**config.mk**
```make
export PLATFORM = sky130hd
export DESIGN_NAME = fifo_wr_arbiter
export DESIGN_NICKNAME = d
export VERILOG_FILES = /design/src/rtl/fifo_wr_arbiter.sv
export SDC_FILE = /design/constraint.sdc
export NUM_CORES = 1
export LEC_CHECK = 0
export CAP_MARGIN = 20
export CORE_MARGIN = 5
export CORE_UTILIZATION = 30
export DETAILED_ROUTE_END_ITERATION = 10
export GPL_TIMING_DRIVEN = 0
export PLACE_DENSITY = 0.69
export SYNTH_ARGS = -nofsm -noshare
export SYNTH_HDL_FRONTEND = slang
export SYNTH_SLANG_ARGS = --single-unit
```
**constraint.sdc**
```tcl
create_clock -name clk -period 4.07 [get_ports clk]
set_clock_uncertainty 0.05 [all_clocks]
set_input_delay 0.6105 -clock clk [delete_from_list [all_inputs] [get_ports clk]]
set_output_delay 0.6105 -clock clk [all_outputs]
set_load 0.005 [all_outputs]
```
**src/rtl/fifo_wr_arbiter.sv**
```systemverilog
// fifo_wr_arbiter: bounded-burst round-robin sharing of one FIFO write port among N producers; FIFO_ARB_PRIO0_EN makes requester 0 high priority
module fifo_wr_arbiter #(
   parameter int N          = 4,
   parameter int DATA_WIDTH = 8,
   parameter int BURST      = 4
) (
   input  logic                      clk,
   input  logic                      rst,
   input  logic [N-1:0]              req,
   input  logic [N*DATA_WIDTH-1:0]   req_data,
   output logic [N-1:0]              gnt,
   input  logic                      fifo_full,
   output logic                      fifo_w_en,
   output logic [DATA_WIDTH-1:0]     fifo_data_in,
   output logic [$clog2(N)-1:0]      owner,
   output logic                      owner_valid
);
   localparam int W  = $clog2(N);
   localparam int BW = $clog2(BURST) + 1;
   localparam logic [BW-1:0] BMAX = BW'(BURST);

   logic [BW-1:0] burst_cnt, bump;
   logic [W-1:0]  rr_ptr, rr_sel, idx, sel, nxt_ptr;
   logic          found, cont, p0, acc, same;

   // first requester at or after rr_ptr, modulo N
   always_comb begin
      rr_sel = '0;
      found  = 1'b0;
      idx    = '0;
      for (int k = 0; k < N; k++) begin
         idx = W'((int'(rr_ptr) + k) % N);
         if (!found && req[idx]) begin
            rr_sel = idx;
            found  = 1'b1;
         end
      end
   end

`ifdef FIFO_ARB_PRIO0_EN
   assign p0 = req[0];
`else
   assign p0 = 1'b0;
`endif

   assign cont    = owner_valid && req[owner] && burst_cnt < BMAX;
   assign sel     = p0 ? '0 : cont ? owner : rr_sel;
   assign acc     = !rst && !fifo_full && (p0 || cont || found);
   assign same    = owner_valid && sel == owner;
   assign bump    = burst_cnt + 1'b1;
   assign nxt_ptr = (sel == W'(N - 1)) ? '0 : sel + 1'b1;

   // grant and FIFO write are combinational so ownership changes cost no cycle
   always_comb begin
      gnt          = acc ? N'(1) << sel : '0;
      fifo_w_en    = acc;
      fifo_data_in = acc ? req_data[sel*DATA_WIDTH +: DATA_WIDTH] : '0;
   end

   // ownership, burst budget and round-robin pointer; full stalls hold everything except release-on-drop
   always_ff @(posedge clk or posedge rst) begin
      if (rst) begin
         owner       <= '0;
         owner_valid <= 1'b0;
         burst_cnt   <= '0;
         rr_ptr      <= '0;
      end else if (acc) begin
         if (!p0)
            rr_ptr <= nxt_ptr;
         if (same) begin
            burst_cnt   <= bump;
            owner_valid <= bump != BMAX;
         end else begin
            owner       <= sel;
            burst_cnt   <= BW'(1);
            owner_valid <= BMAX != BW'(1);
         end
      end else if (owner_valid && !req[owner]) begin
         owner_valid <= 1'b0;
      end
   end
endmodule

```
After elaboration in Yosys (flattened, before gate mapping)

Cells that the tools add are included.

Muxes and demuxes: 26
Add/subtract/negate cells: 5
Equal/unequal tests: 3
Reductions and logical operators: 18
Multiply operators: 0
Shift operators: 2
Bitwise logic cells: 1
Div/mod/pow operators: 0
Order comparisons: 6

Operator list:

| operator                                                             | count |
|---|---|
| 32-bit by 6-bit variable part select with 8-bit output               | 1 |
| 2-bit by 3-bit < comparator with 1-bit output, second input constant | 5 |
| 1-bit two-way mux                                                    | 12 |
| 2-bit two-way mux                                                    | 6 |
| 1-bit binary-select mux with 2-bit select                            | 5 |
| 1-bit logical AND                                                    | 9 |
| 8-bit two-way mux                                                    | 1 |
| 1-bit zero test                                                      | 6 |
| 2-bit by 1-bit adder with 2-bit output, second input constant        | 2 |
| 2-bit adder, second input constant                                   | 2 |
| 4-bit two-way mux                                                    | 1 |
| 1-bit by 2-bit left shift with 4-bit output, first input constant    | 1 |
| 3-bit by 1-bit adder with 3-bit output, second input constant        | 1 |
| 3-bit < comparator, second input constant                            | 1 |
| 3-bit two-way mux                                                    | 1 |
| 3-bit inequality test, second input constant                         | 1 |
| 2-bit equality test                                                  | 1 |
| 2-bit equality test, second input constant                           | 1 |
| 2-bit AND reduction                                                  | 1 |
| 2-bit nonzero test                                                   | 1 |
| 1-bit logical OR                                                     | 1 |
| 1-bit inverter                                                       | 1 |

Bits in latches: 0
ROM bits: 0
RAM bits: 0
Output and inout bits: 16
Memories kept: 0
Word-level logic and storage cells: 65
Register bits after elaboration: 8
Input bits: 39

Longest topological paths before layout

Gate-level depths: netlist of the first run.

Word-level depth: 17
Gate-level depth with buffers: 9
Gate-level depth less buffers: 7

Worst setup path after synthesis of the first run

OpenSTA, ideal clock, no wires.

Path kind: input to output
Start: in req[1]
End: out fifo_data_in[0]
Arrival time: 2.337 ns
Buffers on the path: 2
Path slack: 1.073 ns
Stages on the path: 8
Data required time: 3.409 ns
Cells stage by stage: buf_6 -> mux2_1 -> and4b_1 -> a31oi_1 -> or2_4 -> buf_6 -> mux4_2 -> and2_1

Cells in the longest elaborated chain, start to end: 15
Elaborated cells on any way between the ends: 31
Those cells by class: 1 x shift; 20 x mux; 10 x reduce/logical

Ends and longest elaborated chain:

| item                                                                                        | RTL line | source |
|---|---|---|
| start: declaration                                                                          | 9        | `input logic [N-1:0] req,` |
| 1-bit binary-select mux with 2-bit select                                                   | 33       | `if (!found && req[idx]) begin` |
| 1-bit two-way mux (implied by the code)                                                     | 33       |  |
| 1-bit two-way mux                                                                           | 33       |  |
| 1-bit zero test                                                                             | 33       |  |
| 1-bit logical AND                                                                           | 33       |  |
| 1-bit two-way mux                                                                           | 33       |  |
| 1-bit zero test                                                                             | 33       |  |
| 1-bit logical AND                                                                           | 33       |  |
| 1-bit two-way mux                                                                           | 33       |  |
| 1-bit zero test                                                                             | 33       |  |
| 1-bit logical AND                                                                           | 33       |  |
| 2-bit two-way mux or 1-bit two-way mux (tied branches)                                      | 33       |  |
| 2-bit two-way mux or 1-bit logical OR (tied branches)                                       | 47, 48   |  |
| 32-bit by 6-bit variable part select with 8-bit output or 1-bit logical AND (tied branches) | 57, 48   |  |
| 8-bit two-way mux *                                                                         | 57       | `fifo_data_in = acc ? req_data[sel*DATA_WIDTH +: DATA_WIDTH] : '0;` |
| end: declaration                                                                            | 14       | `output logic [DATA_WIDTH-1:0] fifo_data_in,` |

Mark *: on every way between the ends. The rest lies on a longest branch, timed or not. The select of a mux whose other input is x is not followed.

Final worst setup path of the first run

Start: in req[2]
End: out fifo_data_in[3]

Cells in the longest elaborated chain, start to end: 15
Elaborated cells on any way between the ends: 31
Those cells by class: 1 x shift; 20 x mux; 10 x reduce/logical

Ends and longest elaborated chain:

| item                                                     | RTL line | source |
|---|---|---|
| 1-bit binary-select mux with 2-bit select                | 33       |  |
| 1-bit two-way mux (implied by the code)                  | 33       |  |
| 1-bit two-way mux                                        | 33       |  |
| 1-bit zero test                                          | 33       |  |
| 1-bit logical AND                                        | 33       |  |
| 1-bit two-way mux                                        | 33       |  |
| 1-bit zero test                                          | 33       |  |
| 1-bit logical AND                                        | 33       |  |
| 1-bit two-way mux                                        | 33       |  |
| 1-bit zero test                                          | 33       |  |
| 1-bit logical AND                                        | 33       |  |
| 2-bit two-way mux                                        | 33       |  |
| 2-bit two-way mux *                                      | 47       | `assign sel = p0 ? '0 : cont ? owner : rr_sel;` |
| via sel[1]                                               | 23       | `logic [W-1:0] rr_ptr, rr_sel, idx, sel, nxt_ptr;` |
| 32-bit by 6-bit variable part select with 8-bit output * | 57       |  |
| 8-bit two-way mux *                                      | 57       |  |

Mark *: on every way through the listed nets, which the timed path passes. The rest lies on a longest branch. The select of a mux whose other input is x is not followed.

==> impl_metrics.ini, run 1 <==
[logic_synthesis]
synth_nets = 150
yosys-top-cells-area = dfrtp_1 19%, mux4_2 15%, and2_1 7.1%
synth_cell_types = 39
yosysTopAreaCellShare_pct = 18.8
synth_top_cell_by_area = dfrtp_1
yosys-top-cells-count = 12 x and2_1, 8 x dfrtp_1, 7 x mux4_2, 7 x nor2_1, 6 x ha_1
syn-cell-area_um2 = 1060
synth.most_common_cell = and2_1
synth_edf_count = 0
postSynthCellCount = 105
synth_flop_cell = dfrtp_1
async_flop_share_pct = 100
synth.avg_cell_area_um2 = 10.1
ys_seq_area_share_pct = 18.8
yosysWarnings = 0
ys_ff_latch = 8

[route]
post_drt_wl_per_cell_um = 14.6
route.detailed.drc = 0
wl_met1_mm = 1.38
drt-total-wl_mm = 3.02
route.met3.wl_um = 257
ant_nets = 0
vias = 1037
dr.first_iter.drc_count = 21
drt_pass1_iterations = 4
route.met2.wl_mm = 1.37
via_per_inst = 5.01
top_layer = met4

[power_and_ir_drop]
pwr-share-clk_pct = 8.1
ir_drop_mv = 0.182
power.density_nw_per_um2 = 445
leakagePower_uw = 0.000692
intPower_uw = 452
p_seq_share_pct = 19.6
p_total_uw = 747
combPwrFrac_pct = 72.3
sw_frac_of_total_pct = 39.4
p_switching_uw = 294

[clocking]
numCtsBuffers = 3
cts_buffer_depth = 2
cts-resized-gates = 0
cts_root_buf = clkbuf_4
postCtsSetupRepairBufs = 0
clk_pin_slew_ns = 0.06
cts_sinks = 8
cts_tree = yes
cts.htree.levels = 1
insertion_delay_ns = 0.25
ctsHoldBuffers = 0

[global_routing]
antenna_found_initial = 0
gr-total-overflow = 0
grt_max_degree = 12
grt_first_pass_wirelength_mm = 4.95
grt_pass1_vias = 1090
grtUsageTotal_pct = 12.4

[critical_path]
start_kind = input port
arrival_ns = 3.33
reg2reg_from = owner[1]
crit_fanout = 11
critPathCaptureType = output pin
required_ns = 3.41
critical_path_class = in2out
worstSetupStartpoint = req[2]

[timing]
tns_ns = 0
period_needed_ns = 3.99
slew-limit-headroom_pct = 66.6
whs_ns = 0.471
grt_setup_unrepaired = false
drv_slew = 0
min_period_over_period_pct = 97.9
finalSetupViolCount = 0
hold_viol_final = 0
tightestPinTransition_ns = 0.498
max_freq_ghz = 0.251

[outcome]
outcome = finished clean

[die]
core_region_area_um2 = 3390
start_util_pct = 31.4
die_x_um = 69.6
rows = 21
die_area_um2 = 4840
io_pins = 55
die_h_um = 69.6

[worst_hold_path]
hold_class = reg2reg
min-delay-start = burst_cnt[0]

[finish]
nNetsFinal = 208
layout-drive-gt1-share_pct = 16.8
fillCellCount = 302
num_antenna_cells = 0
postLayoutCoreUtil_pct = 49.5
area_growth_pct = 57.6

[job]
drv_cap = 0

[place]
gp_congestion = 0.909
dp_hpwl_mm = 2.50
portBuffers = 53
final timing paths:
| kind | to | slack (ns) | cells past startpoint |
|---|---|---|---|
| worst max-delay path | fifo_data_in[3] | 0.08 | 9 |
| worst min-delay path | burst_cnt[0] | 0.47 | 1 |
| worst max register to register | owner[1] | 1.60 | 7 |
| worst min register to register | burst_cnt[0] | 0.47 | 1 |
| max in group asynchronous | burst_cnt[2] | 3.11 | 2 |
| min in group asynchronous | owner[1] | 0.60 | 2 |
sequential cells by signal (all words and copies together), names as in the netlist:
register,flops
rr_ptr,2
owner_valid,1
burst_cnt,3
owner,2
cells by family (layout without fill, tap and decap cells):
group	count (synthesis)	after routing	synth area share (%)
adder cells (fa/ha/maj)	6	6	7.05
AND/OR/NAND/NOR	41	41	23.0
buffers and inverters	11	67	7.05
flip-flops	8	8	18.8
AO/OA/AOI/OAI	23	23	18.3
multiplexers	16	16	25.7
power by group through the flow:
stage | Clock (µW) | Sequential (µW) | Combinational (µW)
floorplan | 0 | 141 | 380
global placement | 0 | 147 | 535
detailed placement | 0 | 147 | 544
CTS | 64.7 | 146 | 546
global route | 68.9 | 153 | 591
finish | 60.5 | 146 | 540
final cells by class:
| class | instances | area, µm² | share of cell area (%) |
|---|---|---|---|
| multi-input combinational | 86 | 790 | 47.1 |
| buffer | 5 | 50.0 | 2.98 |
| timing repair buffer | 53 | 533 | 31.8 |
| inverter | 6 | 25.0 | 1.49 |
| clock buffer | 3 | 22.5 | 1.34 |
| tap | 46 | 57.6 | 3.43 |
| sequential | 8 | 200 | 11.9 |
layer usage:
| layer | up-vias | track usage, % |
|---|---|---|
| li1 | 502 | - |
| met1 | 481 | 14.8 |
| met2 | 52 | 21.9 |
| met3 | 2 | 3.62 |
| met4 | 0 | 2.60 |
| met5 | - | 0 |
placed cells by master (no fill, tap or decap), types with 2 or more instances in the layout:
cell	Yosys	routed
a21oi_1	3	3
o31ai_4	2	2
a21o_1	3	3
clkdlybuf4s50_1	0	52
buf_6	4	4
and2_1	12	12
or2_4	2	2
nand2_1	5	5
o21ai_0	3	3
mux2_2	2	2
inv_1	5	5
ha_1	6	6
mux4_2	7	7
clkbuf_4	0	3
nor3_1	2	2
o31ai_1	4	4
nor2b_1	5	5
nor2_1	7	7
dfrtp_1	8	8
mux2i_1	3	3
mux2_1	2	2
worst max-delay path, stage by stage:
cell and delay, ns:
clkdlybuf4s50_1 0.53, mux2_2 0.32, nor4b_2 0.18, or2_4 0.29, o31ai_4 0.28, buf_6 0.19, mux4_2 0.30, and2_1 0.18
clkdlybuf4s50_1 0.44
stage by stage:
stage	worst slack [ns]	area [µm²]	instances
after floorplan	1.07	1060	105
after detailed placement	0.00679	1650	204
after global routing	0.0313	1680	207
after CTS	0.00579	1680	207
final	0.0845	1680	207
after global placement	0.0209	1650	204
No activity file was read; power rests on OpenSTA's default activity.
==> inputs of run 2 (changes only) <==
Settings changed: CELL_PAD_IN_SITES_DETAIL_PLACEMENT from default to 0, CELL_PAD_IN_SITES_GLOBAL_PLACEMENT from default to 1, CTS_CLUSTER_DIAMETER from default to 50, PLACE_DENSITY 0.69 to 0.89, TNS_END_PERCENT from default to 20.
==> run 2 against run 1 <==
Net effect:
- critical path type unchanged
- sequential power hardly changed
- first-iteration DRC count increased by 86%
- register-to-register slack worse by 0.02 ns
- die area unchanged
- via count grew 0.96%
- critical path depth did not move
==> impl_metrics.ini, run 2 (synthesis gave the netlist of run 1 again) <==
[timing]
fin_ws_ns = 0.113
tns_ns = 0
finalSetupViolCount = 0
tightestPinTransition_ns = 0.514
slew-limit-headroom_pct = 65.6
min_period_over_period_pct = 97.2
hold_viol_final = 0
max_freq_ghz = 0.253
drv_slew = 0
grt_setup_unrepaired = false
period_needed_ns = 3.96
whs_ns = 0.466

[finish]
area_growth_pct = 57.6
postLayoutCoreUtil_pct = 49.5
num_antenna_cells = 0
regMostFlops = burst_cnt
reg_top3 = burst_cnt (3), owner (2), rr_ptr (2)
layout_common_cells = 52 x clkdlybuf4s50_1, 12 x and2_1, 8 x dfrtp_1, 7 x nor2_1, 7 x mux4_2
largest_reg_flops = 3
layout-drive-gt1-share_pct = 16.8
layout_commonest_cell = clkdlybuf4s50_1
nNetsFinal = 208

[route]
vias = 1047
drt-total-wl_mm = 3.02
dr.first_iter.drc_count = 39
ant_nets = 0
route.detailed.drc = 0
drt_pass1_iterations = 4
via_per_inst = 5.06
post_drt_wl_per_cell_um = 14.6

[outcome]
outcome = finished clean

[critical_path]
critical_path_class = in2out
arrival_ns = 3.30
reg2reg_slack_ns = 1.58
cp_slowest_cell = clkdlybuf4s50_1
required_ns = 3.41
slowest_delay_ns = 0.51
crit_fanout = 11
critPathCaptureType = output pin
start_kind = input port
path_cells = clkdlybuf4s50_1, mux2_2, nor4b_2, or2_4, o31ai_4, buf_6, mux4_2, and2_1, clkdlybuf4s50_1
crit_top_cell = clkdlybuf4s50_1

[clocking]
cts.htree.levels = 1
postCtsSetupRepairBufs = 0
insertion_delay_ns = 0.25
numCtsBuffers = 3
cts_root_buf = clkbuf_4
cts_buffer_depth = 2
cts_tree = yes
cts_sinks = 8
clk_pin_slew_ns = 0.06

[power_and_ir_drop]
pwr-share-clk_pct = 8.0
intPower_uw = 453
leakagePower_uw = 0.000692
power.density_nw_per_um2 = 449
combPwrFrac_pct = 72.4
p_seq_share_pct = 19.6
ir_drop_mv = 0.197
p_switching_uw = 300
sw_frac_of_total_pct = 39.8

[place]
gp_congestion = 0.897
dp_hpwl_mm = 2.49
dpl_worst_slack_ns = 0.0181
portBuffers = 53

[die]
core_region_area_um2 = 3390
die_h_um = 69.6
start_util_pct = 31.4
io_pins = 55
die_area_um2 = 4840
die_x_um = 69.6
rows = 21

[job]
drv_cap = 0

[global_routing]
antenna_found_initial = 0
grt_pass1_vias = 1052
grtUsageTotal_pct = 12.6
grt_first_pass_wirelength_mm = 5.04
grt_max_degree = 12
gr-total-overflow = 0

[worst_hold_path]
hold_class = reg2reg
-- run 2: cell counts in the layout (fill, tap and decap cells not counted) --
Identical to the previous run, type by type.
-- run 2: per-layer routing --
layer | global-route usage [%] | share of wire [%] | vias to the layer above
li1 | - | - | 503
met3 | 4.78 | 11 | 2
met1 | 15.1 | 44 | 482
met5 | 0 | 0 | -
met4 | 2.60 | 0.33 | 0
met2 | 21.5 | 45 | 60
-- run 2: path summary, 6_finish.rpt --
| check | start | endpoint | cells after the start |
|---|---|---|---|
| worst max register to register | owner[1] | owner[1] | 7 |
| max in group asynchronous | rst | owner_valid | 2 |
| worst max-delay path | req[2] | fifo_data_in[1] | 9 |
| worst min-delay path | burst_cnt[0] | burst_cnt[0] | 1 |
| min in group asynchronous | rst | burst_cnt[0] | 2 |
| worst min register to register | burst_cnt[0] | burst_cnt[0] | 1 |
-- run 2: power by group through the flow --
stage | clock network, µW | registers, µW | logic, µW
6_report | 60.3 | 148 | 545
5_1_grt | 69.4 | 153 | 592
4_1_cts | 63.2 | 147 | 553
3_5_place_dp | 0 | 148 | 551
3_3_place_gp | 0 | 147 | 536
2_1_floorplan | 0 | 141 | 380
-- run 2: layout make-up --
type                            instances  area (µm²)
Sequential cell                         8         200
Clock buffer                            3        22.5
Multi-Input combinational cell         86         790
Timing Repair Buffer                   53         533
Fill cell                             298        1710
Inverter                                6        25.0
Tap cell                               46        57.6
Buffer                                  5        50.0
-- run 2: per-stage QoR --
step                      total power [µW]  std cells  instance area (µm²)
after floorplan                        520        105                 1060
after global placement                 683        204                 1650
after detailed placement               698        204                 1650
after CTS                              763        207                 1680
after global routing                   814        207                 1680
final                                  753        207                 1680
-- run 2: timing repair --
item | 4_1_cts | 5_1_grt
setup endpoints to repair | 0 | 7
hold buffers | 0 | 0
gates resized for setup | 0 | 1
hold endpoints to repair | 0 | 0
-- run 2: worst max-delay path, delay by kind of cell --
| kind | cells | cell delay [ns] |
|---|---|---|
| buf+inv | 3 | 1.15 |
| compound gates | 1 | 0.27 |
| mux | 2 | 0.62 |
| simple gates | 3 | 0.64 |
